`config.mk`:
```
export PLATFORM = sky130hd
export DESIGN_NAME = anim_sprite_renderer
export DESIGN_NICKNAME = d
export VERILOG_FILES = /design/src/rtl/anim_sprite_renderer.sv
export SDC_FILE = /design/constraint.sdc
export NUM_CORES = 1
export LEC_CHECK = 0
export ABC_CLOCK_PERIOD_IN_PS = 6000
export BUFFER_PORTS_ARGS = -buffer_cell sky130_fd_sc_hd__buf_2
export CAP_MARGIN = 20
export CORE_MARGIN = 3
export CORE_UTILIZATION = 59
export CTS_BUF_LIST = sky130_fd_sc_hd__clkbuf_4
export CTS_CLUSTER_DIAMETER = 30
export DETAILED_ROUTE_END_ITERATION = 10
export PLACE_DENSITY = 0.81
export SYNTH_ARGS = -nofsm -noshare
export SYNTH_HDL_FRONTEND = slang
export SYNTH_SLANG_ARGS = --single-unit
```
`constraint.sdc`:
```
create_clock -name vga_clk -period 6 [get_ports vga_clk]
set_clock_uncertainty 0.1 [all_clocks]
set_input_delay 0.3 -clock vga_clk [delete_from_list [all_inputs] [get_ports vga_clk]]
set_output_delay 0.3 -clock vga_clk [all_outputs]
set_load 0.005 [all_outputs]
```
`src/rtl/anim_sprite_renderer.sv`:
```
// Animated sprite renderer: hit test, ROM addressing and a fixed 3-clock pixel pipeline.
// Optional horizontal mirroring is enabled by defining ANIM_SPRITE_HFLIP_EN.
module anim_sprite_renderer #(
  parameter int SPR_W           = 100,
  parameter int SPR_H           = 220,
  parameter int FRAMES          = 4,
  parameter int IDX_W           = 3,
  parameter int ADDR_W          = 17,
  parameter int TRANSP_IDX      = 1,
  parameter int TICKS_PER_FRAME = 8,
  parameter int SCALE_LOG2      = 0
) (
  input  logic              vga_clk,
  input  logic              reset_n,
  input  logic [9:0]        DrawX,
  input  logic [9:0]        DrawY,
  input  logic              blank,
  input  logic              frame_tick,
  input  logic [9:0]        pos_x,
  input  logic [9:0]        pos_y,
  input  logic              anim_en,
  input  logic              anim_restart,
`ifdef ANIM_SPRITE_HFLIP_EN
  input  logic              hflip,
`endif
  output logic [ADDR_W-1:0] rom_addr,
  input  logic [IDX_W-1:0]  rom_q,
  output logic [IDX_W-1:0]  pal_index,
  input  logic [3:0]        pal_red,
  input  logic [3:0]        pal_green,
  input  logic [3:0]        pal_blue,
  output logic [3:0]        red,
  output logic [3:0]        green,
  output logic [3:0]        blue,
  output logic              opaque
);

  localparam int FRM_W = (FRAMES > 1) ? $clog2(FRAMES) : 1;
  localparam int TCK_W = (TICKS_PER_FRAME > 1) ? $clog2(TICKS_PER_FRAME) : 1;

  localparam logic [10:0]       SPAN_X     = 11'(SPR_W << SCALE_LOG2);
  localparam logic [10:0]       SPAN_Y     = 11'(SPR_H << SCALE_LOG2);
  localparam logic [ADDR_W-1:0] FRAME_SZ   = ADDR_W'(SPR_W * SPR_H);
  localparam logic [ADDR_W-1:0] ROW_SZ     = ADDR_W'(SPR_W);
  localparam logic [FRM_W-1:0]  FRAME_LAST = FRM_W'(FRAMES - 1);
  localparam logic [TCK_W-1:0]  TICK_LAST  = TCK_W'(TICKS_PER_FRAME - 1);
  localparam logic [IDX_W-1:0]  TRANSP     = IDX_W'(TRANSP_IDX);

  logic [9:0]        sx, sy;
  logic [FRM_W-1:0]  frame;
  logic [TCK_W-1:0]  tick;
  logic              v1, v2;

  logic [10:0]       px, py, ox, oy;
  logic [10:0]       col_raw, col, row;
  logic              hit;
  logic [ADDR_W-1:0] addr_d;

  // Shadow position and animation state only move on the vblank tick.
  always_ff @(posedge vga_clk or negedge reset_n) begin
    if (!reset_n) begin
      sx    <= '0;
      sy    <= '0;
      tick  <= '0;
      frame <= '0;
    end else begin
      if (frame_tick) begin
        sx <= pos_x;
        sy <= pos_y;
      end
      if (anim_restart) begin
        tick  <= '0;
        frame <= '0;
      end else if (frame_tick && anim_en) begin
        if (tick == TICK_LAST) begin
          tick  <= '0;
          frame <= (frame == FRAME_LAST) ? '0 : frame + 1'b1;
        end else begin
          tick <= tick + 1'b1;
        end
      end
    end
  end

`ifdef ANIM_SPRITE_HFLIP_EN
  localparam logic [10:0] COL_LAST = 11'(SPR_W - 1);
  logic flip_q;

  always_ff @(posedge vga_clk or negedge reset_n) begin
    if (!reset_n)
      flip_q <= 1'b0;
    else if (frame_tick)
      flip_q <= hflip;
  end

  assign col = flip_q ? (COL_LAST - col_raw) : col_raw;
`else
  assign col = col_raw;
`endif

  // 11-bit compare so a sprite hanging off the right/bottom edge never wraps.
  assign px = {1'b0, DrawX};
  assign py = {1'b0, DrawY};
  assign ox = {1'b0, sx};
  assign oy = {1'b0, sy};

  assign hit = (px >= ox) && (px < ox + SPAN_X) &&
               (py >= oy) && (py < oy + SPAN_Y);

  assign col_raw = (px - ox) >> SCALE_LOG2;
  assign row     = (py - oy) >> SCALE_LOG2;

  assign addr_d = hit ? (ADDR_W'(frame) * FRAME_SZ + ADDR_W'(row) * ROW_SZ + ADDR_W'(col))
                      : '0;

  assign pal_index = rom_q;

  always_ff @(posedge vga_clk or negedge reset_n) begin
    if (!reset_n) begin
      rom_addr <= '0;
      v1       <= 1'b0;
      v2       <= 1'b0;
      red      <= '0;
      green    <= '0;
      blue     <= '0;
      opaque   <= 1'b0;
    end else begin
      rom_addr <= addr_d;
      v1       <= hit & blank;
      v2       <= v1;
      // rom_q lines up with v2: the ROM registered the address on the previous edge.
      if (v2 && (rom_q != TRANSP)) begin
        red    <= pal_red;
        green  <= pal_green;
        blue   <= pal_blue;
        opaque <= 1'b1;
      end else begin
        red    <= '0;
        green  <= '0;
        blue   <= '0;
        opaque <= 1'b0;
      end
    end
  end

endmodule

```
==> results of run 1 <==
## power breakdown
group / leakage [nW] / total, mW / internal [mW] / switching, mW
Combinational: 2.59 / 3.01 / 1.37 / 1.64
Clock: 0.0823 / 0.327 / 0.169 / 0.159
Sequential: 0.754 / 0.437 / 0.423 / 0.0141
## layout by cell type (no fill, tap or decap), types with 5 or more instances in the layout
| cell | Yosys | layout |
|---|---|---|
| sky130_fd_sc_hd__a21oi_1 | 32 | 28 |
| sky130_fd_sc_hd__buf_2 | 3 | 94 |
| sky130_fd_sc_hd__nand2b_1 | 6 | 6 |
| sky130_fd_sc_hd__o21ai_1 | 3 | 5 |
| sky130_fd_sc_hd__ha_1 | 99 | 96 |
| sky130_fd_sc_hd__o21bai_1 | 5 | 5 |
| sky130_fd_sc_hd__nor2_1 | 44 | 44 |
| sky130_fd_sc_hd__xnor2_1 | 34 | 32 |
| sky130_fd_sc_hd__and2_1 | 12 | 12 |
| sky130_fd_sc_hd__dfrtp_1 | 57 | 57 |
| sky130_fd_sc_hd__buf_4 | 3 | 5 |
| sky130_fd_sc_hd__dlygate4sd3_1 | 0 | 34 |
| sky130_fd_sc_hd__fa_1 | 15 | 15 |
| sky130_fd_sc_hd__nand3_1 | 6 | 6 |
| sky130_fd_sc_hd__nor3_1 | 11 | 11 |
| sky130_fd_sc_hd__a21oi_2 | 4 | 7 |
| sky130_fd_sc_hd__a21o_1 | 16 | 16 |
| sky130_fd_sc_hd__xor2_1 | 16 | 16 |
| sky130_fd_sc_hd__nand2_1 | 29 | 29 |
| sky130_fd_sc_hd__o21a_1 | 6 | 6 |
| sky130_fd_sc_hd__clkbuf_4 | 0 | 9 |
| sky130_fd_sc_hd__inv_1 | 73 | 72 |
| sky130_fd_sc_hd__o21ai_0 | 31 | 29 |
## worst register-to-register path: cells and delay by family (launching register included)
kind                       cells  cell delay (ns)
adders and majority gates      8             2.52
and+or+nand+nor                2             0.27
DFF                            1             0.37
buffers and inverters          3             0.16
AOI/OAI and AO/OA              9             1.62
xor gates and xnor gates       4             0.73
## cells in the mapped netlist (all sizes together), types with 11 or more instances
cell   count  area, sq um
ha        99         1239
inv       73        274.0
dfrtp     57         1426
nor2      45        171.4
a21oi     36        195.2
o21ai     34        170.2
xnor2     34        297.8
nand2     29        108.9
a21o      16        120.1
xor2      16        140.1
fa        15        300.3
and2      12        75.07
nor3      11        55.05
## sequential cells by signal (all words and copies together) (netlist names)
signal,cells
tick,3
rom_addr,17
blue,4
sx,10
frame,2
opaque,1
v2,1
green,4
v1,1
sy,10
red,4
## worst max path at each step
stage	from	end	slack [ns]	cells past startpoint
6_report	sy[0]	rom_addr[16]	0.18	26
5_1_grt	sy[0]	rom_addr[16]	-0.06	26
4_1_cts	sy[0]	rom_addr[16]	0.009	26
3_5_place_dp	DrawY[0]	rom_addr[16]	-0.06	28
3_3_place_gp	DrawY[0]	rom_addr[16]	0.08	28
2_1_floorplan	DrawY[0]	rom_addr[16]	0.44	27
## repair_timing
item | CTS | global route
buffers inserted | 0 | 1
resized for setup | 0 | 18
hold buffers | 34 | 0
endpoints found under the hold margin | 94 | 0
endpoints found under the setup margin | 0 | 2
## metal layers
layer | routed length, microns | GRT usage
met1 | 4887 | 0.2827
met4 | 306 | 0.07458
met3 | 546 | 0.05540
met2 | 6123 | 0.4432
met5 | 0 | 0
## kinds of logic (layout without fill, tap and decap cells)
family          after synthesis  count (layout)  synth area share
compound gates              121             121            0.1507
buf+inv                      84             222           0.06405
fa+ha+maj                   114             114            0.2984
flops                        57              57            0.2766
simple gates                127             127            0.1148
mux                           3               3          0.006307
xor+xnor                     51              51           0.08928
## through the flow
step | worst slack (ns) | TNS (ns) | utilization | cell area [sq um]
finish | 0.1814 | 0 | 0.7595 | 6335
global route | -0.05780 | -0.05780 | 0.7595 | 6335
CTS | 0.008813 | 0 | 0.7469 | 6230
detailed placement | -0.05738 | -0.05738 | 0.6868 | 5728
global placement | 0.07699 | 0 | 0.6868 | 5728
floorplan | 0.4360 | 0 | - | 5157
## cell type report
class,count,share of cell area
clock inverters,7,0.01481
multi-input cells,416,0.5515
clock buffers,9,0.01067
inverters,73,0.04325
flip-flops and latches,57,0.2252
well taps,105,0.02074
repair buffers,133,0.1339
==> impl_metrics.csv, run 1 <==
group,metric,value,unit
critical_path,cp_slowest_cell,"sky130_fd_sc_hd__fa_1",
final_layout,multi_input_comb_area,0.003493,sq mm
final_layout,final_nets,865,
global_routing,grtUsageTotal,0.2431,
drt,route.detailed.drc,0,
clock_tree,worstSkewPairLatency,0.43,ns
critical_path,timing.critical_path.to_type,"flop",
power_and_ir_drop,power-per-cell-area,595.9,mW/mm^2
critical_path,r2r_cells,26,
power_and_ir_drop,ir_worst_vdd,0.5782,mV
final_layout,antenna_cells,0,
critical_path,timing.rr.end,"rom_addr[16]",
worst_hold_path,worstHoldPathCells,3,
die,core-area,0.008341,sq mm
flow_run,drv.max_cap_violation_count,0,
timing,hold_ws,0.04116,ns
timing,min_period,5.819,ns
drt,drt_iter0_markers,108,
drt,route.detailed.vias_per_inst,5.441,
place,dp_hpwl,8691,microns
clock_tree,tritoncts_clock_tree,"built",
drt,drt.antenna.violating_nets,0,
clock_tree,clk_transition_reported_paths,0.11,ns
critical_path,crit_top_cell,"sky130_fd_sc_hd__ha_1",
die,ios,94,
final_layout,layout-drive-gt1-share,0.2014,
synthesis,syn_area_per_cell,9.259,sq um
final_layout,layout_filler_cell_count,573,
die,floorplan.die.height,99.50,microns
synthesis,postSynthRegisterBits,57,
global_routing,grt_pass1_vias,4470,
timing,max_slew.worst_pin.slew,0.7345,ns
die,core.rowCount,33,
final_layout,area_growth,22.83,%
synthesis,synth-edff-count,0,
drt,vias,4353,
synthesis,synthFlopType,"sky130_fd_sc_hd__dfrtp_1",
critical_path,worstPathRequired,6.26,ns
critical_path,crit_fanout,3,
die,die_width,99.50,microns
power_and_ir_drop,static-leakage-power,3.421,nW
drt,dr.pass1.iters,4,
global_routing,gr-total-overflow,0,
drt,post_drt_wl_per_cell,14.83,microns
drt,route.final.wire_length,11860,microns
synthesis,synth_cell_types,50,
critical_path,r2r_setup_slack,0.18,ns
synthesis,ys_seq_area_frac,0.2766,
timing,final_hold_viol_count,0,
critical_path,timing.rr.start,"sy[0]",
timing,max_slew_violation_total_from_the_final_report,0,
synthesis,ys_warn_count,0,
die,fp.dieArea,0.009899,sq mm
final_layout,sequential_area,0.001426,sq mm
place,buffer_ports.inserted,93,
synthesis,synthesized_nets,732,
timing,maxClockFrequency,171.9,MHz
clock_tree,cts_max_level,3,
critical_path,path_delay_family,"adder cells",
global_routing,antenna_found_initial,0,
critical_path,critical-path-max-stage-delay,0.49,ns
place,gp_routability_congestion,0.8537,
place,place.detailed.instances,748,
synthesis,syn_inst,557,
synthesis,syn-cell-area,0.005157,sq mm
final_layout,fin_cells,800,
status,status,"complete, no violations",
critical_path,worst-setup-path-type,"reg2reg",
worst_hold_path,hp-start,"pos_y[1]",
critical_path,cp-start-kind,"flop",
clock_tree,numCtsBuffers,9,
clock_tree,cts.sink_count,57,
worst_hold_path,hold_end,"sy[1]",
timing,min_period_over_period,0.9698,
global_routing,global_route_wire_length_before_repair,19470,microns
global_routing,grt_max_degree,58,
worst_hold_path,worst_hold_path_type,"in2reg",
timing,report.final.setup_viol,0,
synthesis,ys_async_sr_fraction,1.000,
critical_path,critical_path_buf_inv_count,3,
clock_tree,cts_max_path_buffers,2,
timing,worst_rel_slew_slack,0.5103,
critical_path,critPathArrivalTime,6.07,ns
clock_tree,cts_root_buffer,"sky130_fd_sc_hd__clkbuf_4",
power_and_ir_drop,power.total,3.775,mW
die,initial_core_util,0.6184,
Note: power is estimated with default switching activity, not from simulation.
==> run 2, diff against run 1 <==
Settings changed: ABC_AREA from default to 1, CORE_UTILIZATION 59 to 55, PLACE_DENSITY 0.81 to 0.75.
==> impl_metrics.csv, run 2 <==
group,metric,value,unit
timing,max_slew.worst_pin.slew,0.7652,ns
global_routing,grtUsageTotal,0.2427,
synthesis,synth.top_cells.by_area,"sky130_fd_sc_hd__dfrtp_1, sky130_fd_sc_hd__ha_1, sky130_fd_sc_hd__nand2_1",
global_routing,global_route_wire_length_before_repair,22850,microns
clock_tree,cts_max_path_buffers,2,
die,core.rowCount,36,
critical_path,critPathArrivalTime,5.85,ns
final_layout,layout-drive-gt1-share,0.1704,
clock_tree,worstSkewPairLatency,0.42,ns
final_layout,antenna_cells,0,
critical_path,crit_top_cell,"sky130_fd_sc_hd__nor2_1",
place,dp_hpwl,10680,microns
critical_path,worst-setup-path-type,"reg2reg",
final_layout,max_flop_register,"rom_addr",
synthesis,synthesized_nets,923,
drt,post_drt_wl_per_cell,13.22,microns
global_routing,antenna_found_initial,0,
synthesis,syn-cell-area,0.005759,sq mm
clock_tree,numCtsBuffers,9,
drt,vias,5215,
status,status,"complete, no violations",
place,buffer_ports.inserted,93,
timing,min_period,5.584,ns
die,fp.dieArea,0.01174,sq mm
synthesis,synth_largest_type_area_fraction,0.2477,
clock_tree,tritoncts_clock_tree,"built",
global_routing,globalRouteMet3Util,0.04478,
critical_path,r2r_setup_slack,0.42,ns
drt,drt.antenna.violating_nets,0,
drt,route.detailed.drc,0,
drt,route.final.wire_length,13470,microns
worst_hold_path,worst_hold_path_type,"in2reg",
synthesis,ys_seq_area_frac,0.2477,
critical_path,timing.critical_path.to_type,"flop",
die,core-area,0.009955,sq mm
synthesis,syn_inst,748,
final_layout,final_nets,1056,
final_layout,mostFrequentLayoutCells,"sky130_fd_sc_hd__nand2_1, sky130_fd_sc_hd__inv_1, sky130_fd_sc_hd__ha_1",
drt,dr.pass1.iters,5,
critical_path,critical-path-max-stage-delay,0.55,ns
global_routing,grt_max_degree,58,
critical_path,cp-start-kind,"flop",
die,ios,94,
place,gp_routability_congestion,0.9661,
synthesis,synth_cell_types,37,
critical_path,crit_fanout,4,
clock_tree,cts_max_level,3,
die,die_width,108.3,microns
synthesis,postSynthRegisterBits,57,
critical_path,crit_start,"sy[4]",
final_layout,largest_registers,"rom_addr: 17 flops, sx: 10 flops, sy: 10 flops",
timing,min_period_over_period,0.9306,
final_layout,largest_reg_flops,17,
flow_run,drv.max_cap_violation_count,0,
global_routing,use_met2,0.4236,
final_layout,area_growth,20.03,%
clock_tree,clk_transition_reported_paths,0.11,ns
die,initial_core_util,0.5786,
global_routing,gr-total-overflow,0,
synthesis,yosys.area.top_type,"sky130_fd_sc_hd__dfrtp_1",
clock_tree,cts.sink_count,57,
critical_path,crit_path_end,"rom_addr[16]",
drt,drt_iter0_markers,155,
drt,route.detailed.vias_per_inst,5.118,
timing,finalWorstSetupSlack,0.4164,ns
timing,final_hold_viol_count,0,
global_routing,globalRouteMet1Util,0.2991,
synthesis,synthFlopType,"sky130_fd_sc_hd__dfrtp_1",
global_routing,grt_pass1_vias,5202,
critical_path,timing.rr.start,"sy[4]",
final_layout,layout_filler_cell_count,775,
critical_path,worstPathRequired,6.27,ns
timing,worst_rel_slew_slack,0.4899,
clock_tree,cts_root_buffer,"sky130_fd_sc_hd__clkbuf_4",
final_layout,final_common_cell,"sky130_fd_sc_hd__nand2_1",
synthesis,syn_area_per_cell,7.700,sq um
synthesis,synth-edff-count,0,
synthesis,ys_async_sr_fraction,1.000,
die,floorplan.die.height,108.3,microns
critical_path,cp_slowest_cell,"sky130_fd_sc_hd__fa_1",
timing,maxClockFrequency,179.1,MHz
synthesis,synth_most_common_cell,"sky130_fd_sc_hd__nand2_1",
timing,report.final.setup_viol,0,
synthesis,ys_warn_count,0,
timing,max_slew_violation_total_from_the_final_report,0,
synthesis,post_synth_most_frequent_cells,"sky130_fd_sc_hd__nand2_1, sky130_fd_sc_hd__inv_1, sky130_fd_sc_hd__ha_1, sky130_fd_sc_hd__nor2_1, sky130_fd_sc_hd__dfrtp_1",
place,placement.setup.worst_slack,0.1593,ns
global_routing,grt-busiest-layer,"met2",
critical_path,timing.rr.end,"rom_addr[16]",
critical_path,r2r_cells,31,
run 2: critical path: cells and delay by family, from the launching register on:
family,cells,cell delay (ns)
DFF,1,0.39
adders and majority gates,7,2.47
and+or+nand+nor,13,1.32
buffers and inverters,5,0.37
AOI/OAI and AO/OA,5,0.78
xor gates and xnor gates,1,0.12
run 2: routing by layer:
layer / routed length (microns) / share of wire
met1: 5834 / 0.43
met2: 6673 / 0.50
met3: 563 / 0.042
met4: 397 / 0.029
met5: 0 / 0
run 2: logic make-up after synthesis:
group | after synthesis | share of synthesized area
AND/OR/NAND/NOR | 290 | 0.2142
buffers and inverters | 141 | 0.09515
adder cells (fa/ha/maj) | 114 | 0.2672
AO/OA/AOI/OAI | 95 | 0.09733
flip-flops | 57 | 0.2477
XOR/XNOR | 49 | 0.07452
multiplexers | 2 | 0.003910
run 2: cell type report:
| type | count | area, sq um | share of cell area |
|---|---|---|---|
| clock inverter | 7 | 78.83 | 0.01140 |
| multi-input combinational | 550 | 3842 | 0.5558 |
| timing repair buffer | 131 | 835.8 | 0.1209 |
| sequential | 57 | 1426 | 0.2063 |
| clock buffer | 9 | 67.56 | 0.009774 |
| tap | 133 | 166.4 | 0.02407 |
| inverter | 132 | 495.5 | 0.07167 |
run 2: worst min path at each step:
stage,from,endpoint,cells after the start
global placement,v1,v2,0
finish,anim_restart,tick[2],4
floorplan,reset_n,blue[0],0
global route,anim_restart,tick[2],4
detailed placement,v1,v2,0
CTS,anim_restart,tick[2],4
run 2: timing repair:
| action | CTS | global route |
|---|---|---|
| resized for setup | 0 | 12 |
| setup buffers | 0 | 1 |
| hold buffers | 34 | 0 |
| endpoints found under the setup margin | 0 | 2 |
| endpoints found under the hold margin | 90 | 0 |
run 2: metrics by stage:
stage,setup TNS [ns],utilization,cell area [sq um],hold WS [ns],instances
floorplan,0,-,5759,-0.09559,748
global placement,0,0.6390,6361,0.2374,968
detailed placement,0,0.6390,6361,0.2397,968
CTS,0,0.6879,6848,0.05446,1018
global route,-0.002323,0.6944,6913,0.1181,1019
finish,0,0.6944,6913,0.09357,1019
Power of run 2 is left out: the tool's default activity adds up to more than one toggle a clock period on the data nets, which glitch-free logic cannot reach.
==> run 3, diff against run 2 <==
Settings changed: ABC_AREA 1 to default, PLACE_DENSITY 0.75 to 0.76.
==> impl_metrics.csv, run 3 (synthesis results as in run 1) <==
group,metric,value,unit
status,status,"complete, no violations",
drt,drt_iter0_markers,103,
global_routing,global_route_wire_length_before_repair,18200,microns
final_layout,antenna_cells,0,
clock_tree,numCtsBuffers,9,
critical_path,worst-setup-path-type,"reg2reg",
power_and_ir_drop,internal_portion_of_total_power,1.953,mW
clock_tree,clk_transition_reported_paths,0.11,ns
global_routing,grt_pass1_vias,4268,
final_layout,mostFrequentLayoutCells,"sky130_fd_sc_hd__buf_2, sky130_fd_sc_hd__ha_1, sky130_fd_sc_hd__inv_1",
power_and_ir_drop,power-per-cell-area,584.2,mW/mm^2
drt,route.detailed.vias_per_inst,5.198,
critical_path,timing.critical_path.to_type,"flop",
clock_tree,cts_max_level,3,
place,placement.setup.worst_slack,-0.08948,ns
die,initial_core_util,0.5773,
timing,maxClockFrequency,173.0,MHz
flow_run,drv.max_cap_violation_count,0,
clock_tree,cts.sink_count,57,
final_layout,fin_util,0.7113,
final_layout,layout-drive-gt1-share,0.2075,
timing,final_hold_viol_count,0,
final_layout,stdcell_area,0.006355,sq mm
power_and_ir_drop,share_seq_of_total_power,0.118,
power_and_ir_drop,switching_power,1.760,mW
power_and_ir_drop,sw_frac_of_total,0.4739,
place,buffer_ports.inserted,93,
drt,route.final.wire_length,10980,microns
timing,max_slew.worst_pin.slew,0.7046,ns
timing,finalSetupTns,0,ns
global_routing,gr-total-overflow,0,
timing,hold_ws,0.03126,ns
critical_path,critPathArrivalTime,6.03,ns
final_layout,area_growth,23.22,%
die,core.rowCount,34,
drt,route.detailed.drc,0,
timing,finalWorstSetupSlack,0.2196,ns
timing,worst_rel_slew_slack,0.5303,
worst_hold_path,worst_hold_path_type,"in2reg",
critical_path,timing.rr.start,"sy[0]",
power_and_ir_drop,power.combinational.fraction,0.803,
clock_tree,cts_max_path_buffers,2,
place,gp_routability_congestion,0.8658,
timing,report.final.setup_viol,0,
drt,vias,4169,
global_routing,grtUsageTotal,0.2147,
critical_path,crit_start,"sy[0]",
die,die_width,102.8,microns
timing,max_slew_violation_total_from_the_final_report,0,
die,core-area,0.008934,sq mm
worst_hold_path,hp-start,"pos_x[8]",
power_and_ir_drop,ir_worst_vdd,0.4369,mV
final_layout,fin_cells,802,
power_and_ir_drop,clock_power_share,0.079,
final_layout,final_common_cell,"sky130_fd_sc_hd__buf_2",
global_routing,antenna_found_initial,0,
drt,dr.pass1.iters,4,
critical_path,worstPathRequired,6.25,ns
critical_path,cp-start-kind,"flop",
final_layout,max_flop_register,"rom_addr",
drt,post_drt_wl_per_cell,13.69,microns
die,fp.dieArea,0.01058,sq mm
critical_path,crit_fanout,4,
final_layout,layout_filler_cell_count,663,
clock_tree,post_cts.repair.setup_buffers,0,
timing,min_period_over_period,0.9634,
final_layout,largest_reg_flops,17,
die,ios,94,
power_and_ir_drop,static-leakage-power,3.396,nW
final_layout,final_nets,864,
place,placed_area,0.005732,sq mm
place,place.detailed.instances,751,
clock_tree,cts_root_buffer,"sky130_fd_sc_hd__clkbuf_4",
timing,min_period,5.780,ns
global_routing,grt_max_degree,58,
die,floorplan.die.height,102.8,microns
clock_tree,tritoncts_clock_tree,"built",
drt,drt.antenna.violating_nets,0,
place,dp_hpwl,8492,microns
final_layout,largest_registers,"rom_addr: 17 flops, sx: 10 flops, sy: 10 flops",
clock_tree,worstSkewPairLatency,0.42,ns
power_and_ir_drop,power.total,3.713,mW
-- run 3: cell count changes in the layout (fill, tap and decap cells not counted), sizes merged, moves of 4 or more --
cell | before | now
a21o | 5 | 16
nor2 | 83 | 45
a21oi | 42 | 36
inv | 134 | 75
o21ai | 30 | 34
nand2b | 0 | 6
nor2b | 0 | 6
and2 | 0 | 12
xor2 | 35 | 16
nand4 | 10 | 4
nand2 | 148 | 29
xnor2 | 14 | 34
nand3 | 38 | 6
-- run 3: layout make-up --
| cell class | instances | area (sq um) | area share |
|---|---|---|---|
| Sequential cell | 57 | 1426 | 0.2245 |
| Clock buffer | 9 | 67.56 | 0.01063 |
| Multi-Input combinational cell | 416 | 3532 | 0.5558 |
| Inverter | 73 | 274.0 | 0.04312 |
| Tap cell | 108 | 135.1 | 0.02126 |
| Timing Repair Buffer | 132 | 840.8 | 0.1323 |
| Clock inverter | 7 | 78.83 | 0.01240 |
-- run 3: layer usage --
metal	vias up	GRT usage	share of wire
met4	0	0.06275	0.014
met1	1910	0.2629	0.45
met5	-	0	0
li1	2157	-	-
met2	83	0.3873	0.51
met3	19	0.03654	0.034
-- run 3: power by group through the flow --
stage	Combinational [mW]	Clock, mW	Sequential, mW
after global routing	3.40	0.320	0.441
after CTS	2.73	0.304	0.436
after floorplan	2.16	0	0.447
after detailed placement	2.65	0	0.444
final	2.98	0.295	0.436
after global placement	2.58	0	0.443
-- run 3: worst max-delay path: stages (launching register included) --
cell and delay (ns):
sky130_fd_sc_hd__dfrtp_1 0.38, sky130_fd_sc_hd__ha_1 0.20, sky130_fd_sc_hd__inv_1 0.07, sky130_fd_sc_hd__fa_1 0.40, sky130_fd_sc_hd__a21o_1 0.23, sky130_fd_sc_hd__a21oi_4 0.19
sky130_fd_sc_hd__o21bai_1 0.10, sky130_fd_sc_hd__a21oi_2 0.22, sky130_fd_sc_hd__xnor2_2 0.17, sky130_fd_sc_hd__ha_1 0.27, sky130_fd_sc_hd__ha_1 0.28, sky130_fd_sc_hd__inv_1 0.05
sky130_fd_sc_hd__fa_1 0.49, sky130_fd_sc_hd__inv_1 0.04, sky130_fd_sc_hd__ha_1 0.34, sky130_fd_sc_hd__xnor2_1 0.15, sky130_fd_sc_hd__ha_1 0.29, sky130_fd_sc_hd__ha_2 0.33
sky130_fd_sc_hd__a21o_1 0.18, sky130_fd_sc_hd__a21oi_2 0.16, sky130_fd_sc_hd__o21ai_0 0.14, sky130_fd_sc_hd__a221oi_2 0.34, sky130_fd_sc_hd__a21oi_1 0.13, sky130_fd_sc_hd__xnor2_1 0.17
sky130_fd_sc_hd__xnor3_1 0.24, sky130_fd_sc_hd__nor2_2 0.08
-- run 3: path summary, 6_finish.rpt --
check / to / slack [ns] / depth (start not counted)
min in group asynchronous: rom_addr[16] / 0.44 / 3
setup / recovery: rom_addr[16] / 0.22 / 25
hold / removal: sx[8] / 0.03 / 3
hold reg to reg: v2 / 0.27 / 0
setup reg to reg: rom_addr[16] / 0.22 / 25
max in group asynchronous: sy[3] / 4.88 / 3
-- run 3: repair_timing --
item,CTS,global route
hold buffers,34,0
pin swaps,0,7
hold endpoints to repair,94,0
gates resized for setup,1,22
setup endpoints to repair,1,3
